==> src/rtl/countdown_timer.sv <==
// Two-digit BCD countdown timer clocked by clkin. The divider's slow square
// wave is synchronized and edge-detected to produce one tick per rising edge.
module countdown_timer #(
    parameter int         SYNC_STAGES = 2,
    parameter logic [3:0] INIT_TENS   = 4'd6,
    parameter logic [3:0] INIT_ONES   = 4'd0
) (
    input  logic       clkin,
    input  logic       rst,
    input  logic       slow_clk,
    input  logic       load,
    input  logic [3:0] load_tens,
    input  logic [3:0] load_ones,
    input  logic       start,
    input  logic       pause,
    output logic [3:0] tens,
    output logic [3:0] ones,
    output logic [6:0] seg_tens,
    output logic [6:0] seg_ones,
    output logic       running,
    output logic       done,
    output logic       expired
);

    typedef enum logic [1:0] {IDLE, RUN, PAUSE, DONE} state_t;

    state_t                 state, nxt_state;
    logic [3:0]             nxt_tens, nxt_ones;
    logic                   nxt_exp;
    logic [SYNC_STAGES-1:0] sync;
    logic                   prev;
    logic                   tick;

    function automatic logic [3:0] clamp9(input logic [3:0] d);
        return (d > 4'd9) ? 4'd9 : d;
    endfunction

    function automatic logic [6:0] seg7(input logic [3:0] d);
        case (d)
            4'd0:    return 7'b0111111;
            4'd1:    return 7'b0000110;
            4'd2:    return 7'b1011011;
            4'd3:    return 7'b1001111;
            4'd4:    return 7'b1100110;
            4'd5:    return 7'b1101101;
            4'd6:    return 7'b1111101;
            4'd7:    return 7'b0000111;
            4'd8:    return 7'b1111111;
            4'd9:    return 7'b1101111;
            default: return 7'b0000000;
        endcase
    endfunction

    // Edge pulse is registered so a rise sampled at edge k decrements at k+3.
    always_ff @(posedge clkin or negedge rst) begin
        if (!rst) begin
            sync <= '0;
            prev <= 1'b0;
            tick <= 1'b0;
        end else begin
            sync <= {sync[SYNC_STAGES-2:0], slow_clk};
            prev <= sync[SYNC_STAGES-1];
            tick <= sync[SYNC_STAGES-1] & ~prev;
        end
    end

    always_ff @(posedge clkin or negedge rst) begin
        if (!rst) begin
            state   <= IDLE;
            tens    <= INIT_TENS;
            ones    <= INIT_ONES;
            expired <= 1'b0;
        end else begin
            state   <= nxt_state;
            tens    <= nxt_tens;
            ones    <= nxt_ones;
            expired <= nxt_exp;
        end
    end

    logic is_zero;
    assign is_zero = (tens == 4'd0) && (ones == 4'd0);

    always_comb begin
        nxt_state = state;
        nxt_tens  = tens;
        nxt_ones  = ones;
        nxt_exp   = 1'b0;
        case (state)
            IDLE, PAUSE: begin
                if (load) begin
                    nxt_tens = clamp9(load_tens);
                    nxt_ones = clamp9(load_ones);
                end else if (start && !is_zero) begin
                    nxt_state = RUN;
                end
            end
            RUN: begin
                if (pause) begin
                    nxt_state = PAUSE;
                end else if (tick && !is_zero) begin
                    if (ones != 4'd0) begin
                        nxt_ones = ones - 4'd1;
                    end else begin
                        nxt_ones = 4'd9;
                        nxt_tens = tens - 4'd1;
                    end
                    if (tens == 4'd0 && ones == 4'd1) begin
                        nxt_state = DONE;
                        nxt_exp   = 1'b1;
                    end
                end
            end
            DONE: begin
                if (load) begin
                    nxt_tens  = clamp9(load_tens);
                    nxt_ones  = clamp9(load_ones);
                    nxt_state = IDLE;
                end
            end
            default: nxt_state = IDLE;
        endcase
    end

    always_comb begin
        running  = (state == RUN);
        done     = (state == DONE);
        seg_tens = seg7(tens);
        seg_ones = seg7(ones);
    end

endmodule

==> config.mk <==
export PLATFORM = sky130hd
export DESIGN_NAME = countdown_timer
export DESIGN_NICKNAME = d
export VERILOG_FILES = /design/src/rtl/countdown_timer.sv
export SDC_FILE = /design/constraint.sdc
export NUM_CORES = 1
export LEC_CHECK = 0
export ABC_AREA = 0
export CAP_MARGIN = 20
export CELL_PAD_IN_SITES_DETAIL_PLACEMENT = 1
export CELL_PAD_IN_SITES_GLOBAL_PLACEMENT = 2
export CORE_UTILIZATION = 24
export DETAILED_ROUTE_END_ITERATION = 10
export PLACE_DENSITY = 0.87
export RECOVER_POWER = 100
export SYNTH_ARGS = -nofsm -noshare
export SYNTH_HDL_FRONTEND = slang
export SYNTH_SLANG_ARGS = --single-unit
==> constraint.sdc <==
create_clock -name clkin -period 1.9 [get_ports clkin]
set_input_delay 0.57 -clock clkin [delete_from_list [all_inputs] [get_ports clkin]]
set_output_delay 0.57 -clock clkin [all_outputs]
set_load 0.03 [all_outputs]
# After elaboration in Yosys (flattened, before gate mapping)
# Memory sizes are Yosys's and may differ from the RTL's.
# Cells that the tools add are included.
# classes
addsub,2
n_mul,0
div,0
magnitude_cmp,2
n_eq_ne,13
shift,0
n_mux,23
bitwise,2
reduce_logical,14
# ops
operator,n
4-bit two-way mux,10
4-bit case mux with 2 select lines,2
2-bit two-way mux,6
"2-bit != test, second input constant",5
"4-bit greater-than comparator, second input constant",2
4-bit zero test,2
"4-bit by 1-bit subtractor with 4-bit output, second input constant",2
"3-bit by 2-bit != test with 1-bit output, second input constant",2
2-bit case mux with 3 select lines,1
5-bit AND reduction,1
"2-bit == test, second input constant",2
"4-bit by 1-bit == test with 1-bit output, second input constant",1
1-bit logical AND,4
1-bit two-way mux,4
"2-bit by 1-bit != test with 1-bit output, second input constant",2
4-bit AND reduction,1
4-bit nonzero test,1
3-bit AND reduction,1
3-bit OR reduction,1
"2-bit by 1-bit == test with 1-bit output, second input constant",1
2-bit zero test,1
2-bit OR reduction,1
1-bit AND,1
1-bit zero test,1
1-bit NOT,1
# totals
ff_bits,15
latch_bits,0
mem_bits_rw,0
rom_bits,224
out_inout_bits,25
elab_cells,65
n_memories,2
# memory_table
memory,words,width,rd,rd_clocked_by_memory_dff,wr,line_no,source
(no name shown),16,7,1,0,0,39,case (d)
(no name shown),16,7,1,0,0,39,

# Logic depth before layout (Yosys ltp)
# depth
word_depth,7
ltp_mapped,7
depth_no_buf,6

# Worst setup path after synthesis
# Ideal clock, no wire load.
# synth_timing
path_kind,register to output
startpoint,register tens[1]
endpoint,output port seg_tens[3]
t_arrival_ns,1.842
required_ns,1.330
slack_ns,-0.512
stages_incl_launch_ff,5
n_path_buf,0
path_cell_list,dfstp_2 > inv_1 > ha_1 > inv_1 > o21ai_0
# synth_between
elab_chain_len,1
# synth_rtl
element,line_no,source
"start, declared",16,"output logic [3:0] tens,"
"start signal, assigned",75,tens <= nxt_tens;
memory 16 x 7 bit,-,
"end, declared",18,"output logic [6:0] seg_tens,"
# No other way between the ends.

# Worst setup path in the final report
# layout_timing
startpoint,register tens[1]
endpoint,output port seg_tens[4]
# Same word-level chain as after synthesis.

==> results_tabular.tex <==
\begin{tabular}{lr}
\hline
Metric & Value \\
\hline
\multicolumn{2}{l}{\textbf{Run status}} \\
Status & complete, but fails checks \\
Failing checks & setup timing \\
\multicolumn{2}{l}{\textbf{Worst setup path}} \\
Critical path data required time & 1330 ps \\
Crit path cell chain & inv\_4, ha\_4, buf\_6, ha\_4, mux2i\_4, nand2\_4, buf\_6 \\
Setup slack of the most critical reg-to-reg path & -70 ps \\
Largest stage delay, worst path & 550 ps \\
Data arrival time of the critical path & 1630 ps \\
Critical path startpoint category & flop \\
Type of the setup path with the least slack & flop to primary output \\
Critical path fanouts, max & 4 \\
Master of the slowest instance on the critical path & sky130\_fd\_sc\_hd\_\_dfstp\_2 \\
Critical path capture point type & primary output \\
\multicolumn{2}{l}{\textbf{Floorplan}} \\
Horizontal die dimension & 72.5 um \\
Number of standard-cell rows in the floorplan & 25 \\
Initial core utilization & 25.1\% \\
Die outline area & 0.00525 sq mm \\
Placeable core region & 0.00475 sq mm \\
Die height & 72.5 um \\
\# IOs & 39 \\
\multicolumn{2}{l}{\textbf{Synthesis}} \\
Synthesized Nets & 158 \\
Most common flop cell mapped by yosys & sky130\_fd\_sc\_hd\_\_dfrtp\_1 \\
Post-synthesis cell area & 0.00119 sq mm \\
Part of the Yosys area used for sequential elements & 31.7\% \\
FF+latch count, synth & 15 \\
Mapped Avg Cell Area & 9.02 sq um \\
Number of enable flip-flop cells after synthesis & 0 \\
Cell count after synthesis & 132 \\
Synth unique cells & 40 \\
Number of synthesis warnings & 0 \\
Share of synthesized registers carrying an async set or reset & 100\% \\
\multicolumn{2}{l}{\textbf{Layout}} \\
Post-Layout Cell Count & 279 \\
Register cell area after layout & 384 sq um \\
Leading cell types in the layout, fill and taps excluded & sky130\_fd\_sc\_hd\_\_buf\_4 (32), sky130\_fd\_sc\_hd\_\_buf\_6 (24), sky130\_fd\_sc\_hd\_\_clkdlybuf4s50\_1 (11) \\
Total number of nets in the final design & 239 \\
Multi-input gate area in the final layout & 0.00109 sq mm \\
Fill cells & 533 \\
Most common library cell in the layout ignoring fill and taps & sky130\_fd\_sc\_hd\_\_buf\_4 \\
Inserted Diodes & 0 \\
Proportion of layout cells with a drive suffix above 1 & 65.1\% \\
Synth-to-layout area growth & 102\% \\
\multicolumn{2}{l}{\textbf{Power}} \\
Relative contribution of sequential cells to total power & 11.6\% \\
Net Sw Power & 2520 uW \\
P\_int & 2480 uW \\
Largest vdd supply drop & 0.780 mV \\
Leak Pwr & 0.000999 uW \\
Logic gate share of total power & 83.0\% \\
Net switching fraction of the power & 50.4\% \\
Power Density & 2080 mW/mm\^{}2 \\
Clk pwr share & 5.4\% \\
Total power of the final layout & 5000 uW \\
\multicolumn{2}{l}{\textbf{Clock network}} \\
Clock insertion delay at the later pin of the skew report & 250 ps \\
\# H-tree levels & 1 \\
Clock tree from TritonCTS & done \\
Reg clk slew, reported paths & 60 ps \\
Hold buffer count at CTS & 0 \\
TritonCTS sink count & 15 \\
Clk buf depth & 2 \\
Clock buffer count from CTS & 3 \\
Cell at the root of the clock tree & sky130\_fd\_sc\_hd\_\_clkbuf\_8 \\
\multicolumn{2}{l}{\textbf{Timing}} \\
Transition at the pin with the smallest max-transition slack & 884 ps \\
Setup tns final & -2320 ps \\
Setup ws final & -301 ps \\
Final period utilization & 116\% \\
Worst clock skew & 7.15 ps \\
Fmax achieved & 454 MHz \\
Setup repair after global routing missed its margin & yes \\
Hold slack final & 349 ps \\
Setup-violating endpoint count in the final report & 21 \\
Worst slew margin relative to its limit & 41.1\% \\
Final Hold Fails & 0 \\
Count of final max-slew check failures & 0 \\
Tmin final & 2200 ps \\
\multicolumn{2}{l}{\textbf{Placement}} \\
Weighted congestion reported at the end of routability-driven placement & 0.818 \\
DPL Wire Length & 3.24 mm \\
Number of buffer cells added on primary ports & 38 \\
Total placed cells including tap cells & 257 \\
\multicolumn{2}{l}{\textbf{Drt}} \\
DR vias & 1341 \\
WL final & 4.87 mm \\
Post-detailed-route via-to-cell ratio & 4.81 \\
Final antenna-violating net count & 0 \\
\# DRC & 0 \\
Post-DR wirelength/cell & 17.4 um \\
Count of routing violations after the opening detailed-route iteration & 15 \\
Detailed-routing iteration count for the pre-antenna-repair pass & 2 \\
\multicolumn{2}{l}{\textbf{Global route}} \\
Total congestion overflow & 0 \\
Initial antenna violation count & 0 \\
First-pass GRT wire length & 7.54 mm \\
GRT Total Usage & 18.9\% \\
Largest net degree at the start of global routing & 16 \\
Via count of the first global-routing pass & 1521 \\
\multicolumn{2}{l}{\textbf{Flow run}} \\
Max-cap violations & 0 \\
\multicolumn{2}{l}{\textbf{Min path}} \\
Kind of path behind the tightest hold check & flop to flop \\
\hline
\end{tabular}
-- power groups by stage --
stage	registers [uW]	logic, uW	clock network [uW]
after floorplan	766	1830	0
after global placement	572	3060	0
after detailed placement	579	3180	0
after CTS	581	3900	265
after global routing	602	4380	287
final	579	4150	272
-- sequential cells by signal (all words and copies together) (netlist names) --
| name | count |
|---|---|
| ones | 4 |
| tens | 4 |
| state | 2 |
| sync | 2 |
| expired | 1 |
| prev | 1 |
| tick | 1 |
-- worst max-delay path: cells and delay by family (launching register included) --
kind | cells | cell delay [ps]
adder cells (fa/ha/maj) | 2 | 310
buffers and inverters | 3 | 310
AND/OR/NAND/NOR | 1 | 60
flip-flops | 1 | 550
multiplexers | 1 | 150
-- layout make-up --
type | instances | area share (%)
Multi-Input combinational cell | 100 | 45.2
Timing Repair Buffer | 81 | 31.2
Sequential cell | 15 | 15.9
Tap cell | 67 | 3.48
Inverter | 12 | 2.28
Clock buffer | 3 | 1.71
Clock inverter | 1 | 0.208
-- through the flow --
stage                     util, %  setup WS (ps)  area, sq um
final                        50.7           -301         2410
after global routing         50.7           -352         2410
after CTS                    48.8           -311         2320
after detailed placement     40.4           -465         1920
after global placement       40.4           -427         1920
after floorplan                 -          -96.1         1340
-- cells in the mapped netlist (3+ instances only) --
cell,number,area [sq um]
sky130_fd_sc_hd__ha_1,12,150
sky130_fd_sc_hd__o21ai_0,11,55.1
sky130_fd_sc_hd__nor2_1,8,30.0
sky130_fd_sc_hd__buf_6,3,33.8
sky130_fd_sc_hd__nand2_1,11,41.3
sky130_fd_sc_hd__o22ai_1,4,25.0
sky130_fd_sc_hd__a21oi_1,10,50.1
sky130_fd_sc_hd__dfrtp_1,13,325
sky130_fd_sc_hd__inv_1,11,41.3
sky130_fd_sc_hd__nor3_1,5,25.0
sky130_fd_sc_hd__mux2i_1,5,50.1
sky130_fd_sc_hd__nor3b_1,3,22.5
-- logic make-up (layout without fill, tap and decap cells) --
group	count (synthesis)	count (layout)	share of synthesized area, %
flip-flops	15	15	31.7
AO/OA/AOI/OAI	40	40	23.0
buffers and inverters	17	97	7.25
adder cells (fa/ha/maj)	12	12	12.6
XOR/XNOR	2	2	1.47
AND/OR/NAND/NOR	39	39	17.9
multiplexers	7	7	6.09
-- routing by layer --
| metal | global-route usage, % | routed length [um] | up-vias |
|---|---|---|---|
| li1 | - | - | 636 |
| met1 | 22.2 | 2060 | 668 |
| met2 | 36.9 | 2640 | 31 |
| met3 | 2.08 | 126 | 6 |
| met4 | 3.27 | 44 | 0 |
| met5 | 0 | 0 | - |
-- what timing repair did --
action                                 in CTS  in global routing
endpoints found under the hold margin       0                  0
setup endpoints to repair                  30                 25
resized for setup                          71                 27
buffers inserted                           16                  3
pin swaps                                  16                 10
cloned                                      0                  0
-- worst paths after layout --
check	startpoint	endpoint	cells after the start
worst max-delay path	tens[1]$_DFFE_PN1P_	seg_tens[4]	7
worst min-delay path	sync[0]$_DFF_PN0_	sync[1]$_DFF_PN0_	0
worst max register to register	ones[1]$_DFFE_PN0P_	tens[0]$_DFFE_PN0P_	7
worst min register to register	sync[0]$_DFF_PN0_	sync[1]$_DFF_PN0_	0
max in group asynchronous	rst	tens[0]$_DFFE_PN0P_	2
min in group asynchronous	rst	ones[0]$_DFFE_PN0P_	2
Power figures use the tool's default switching activity.
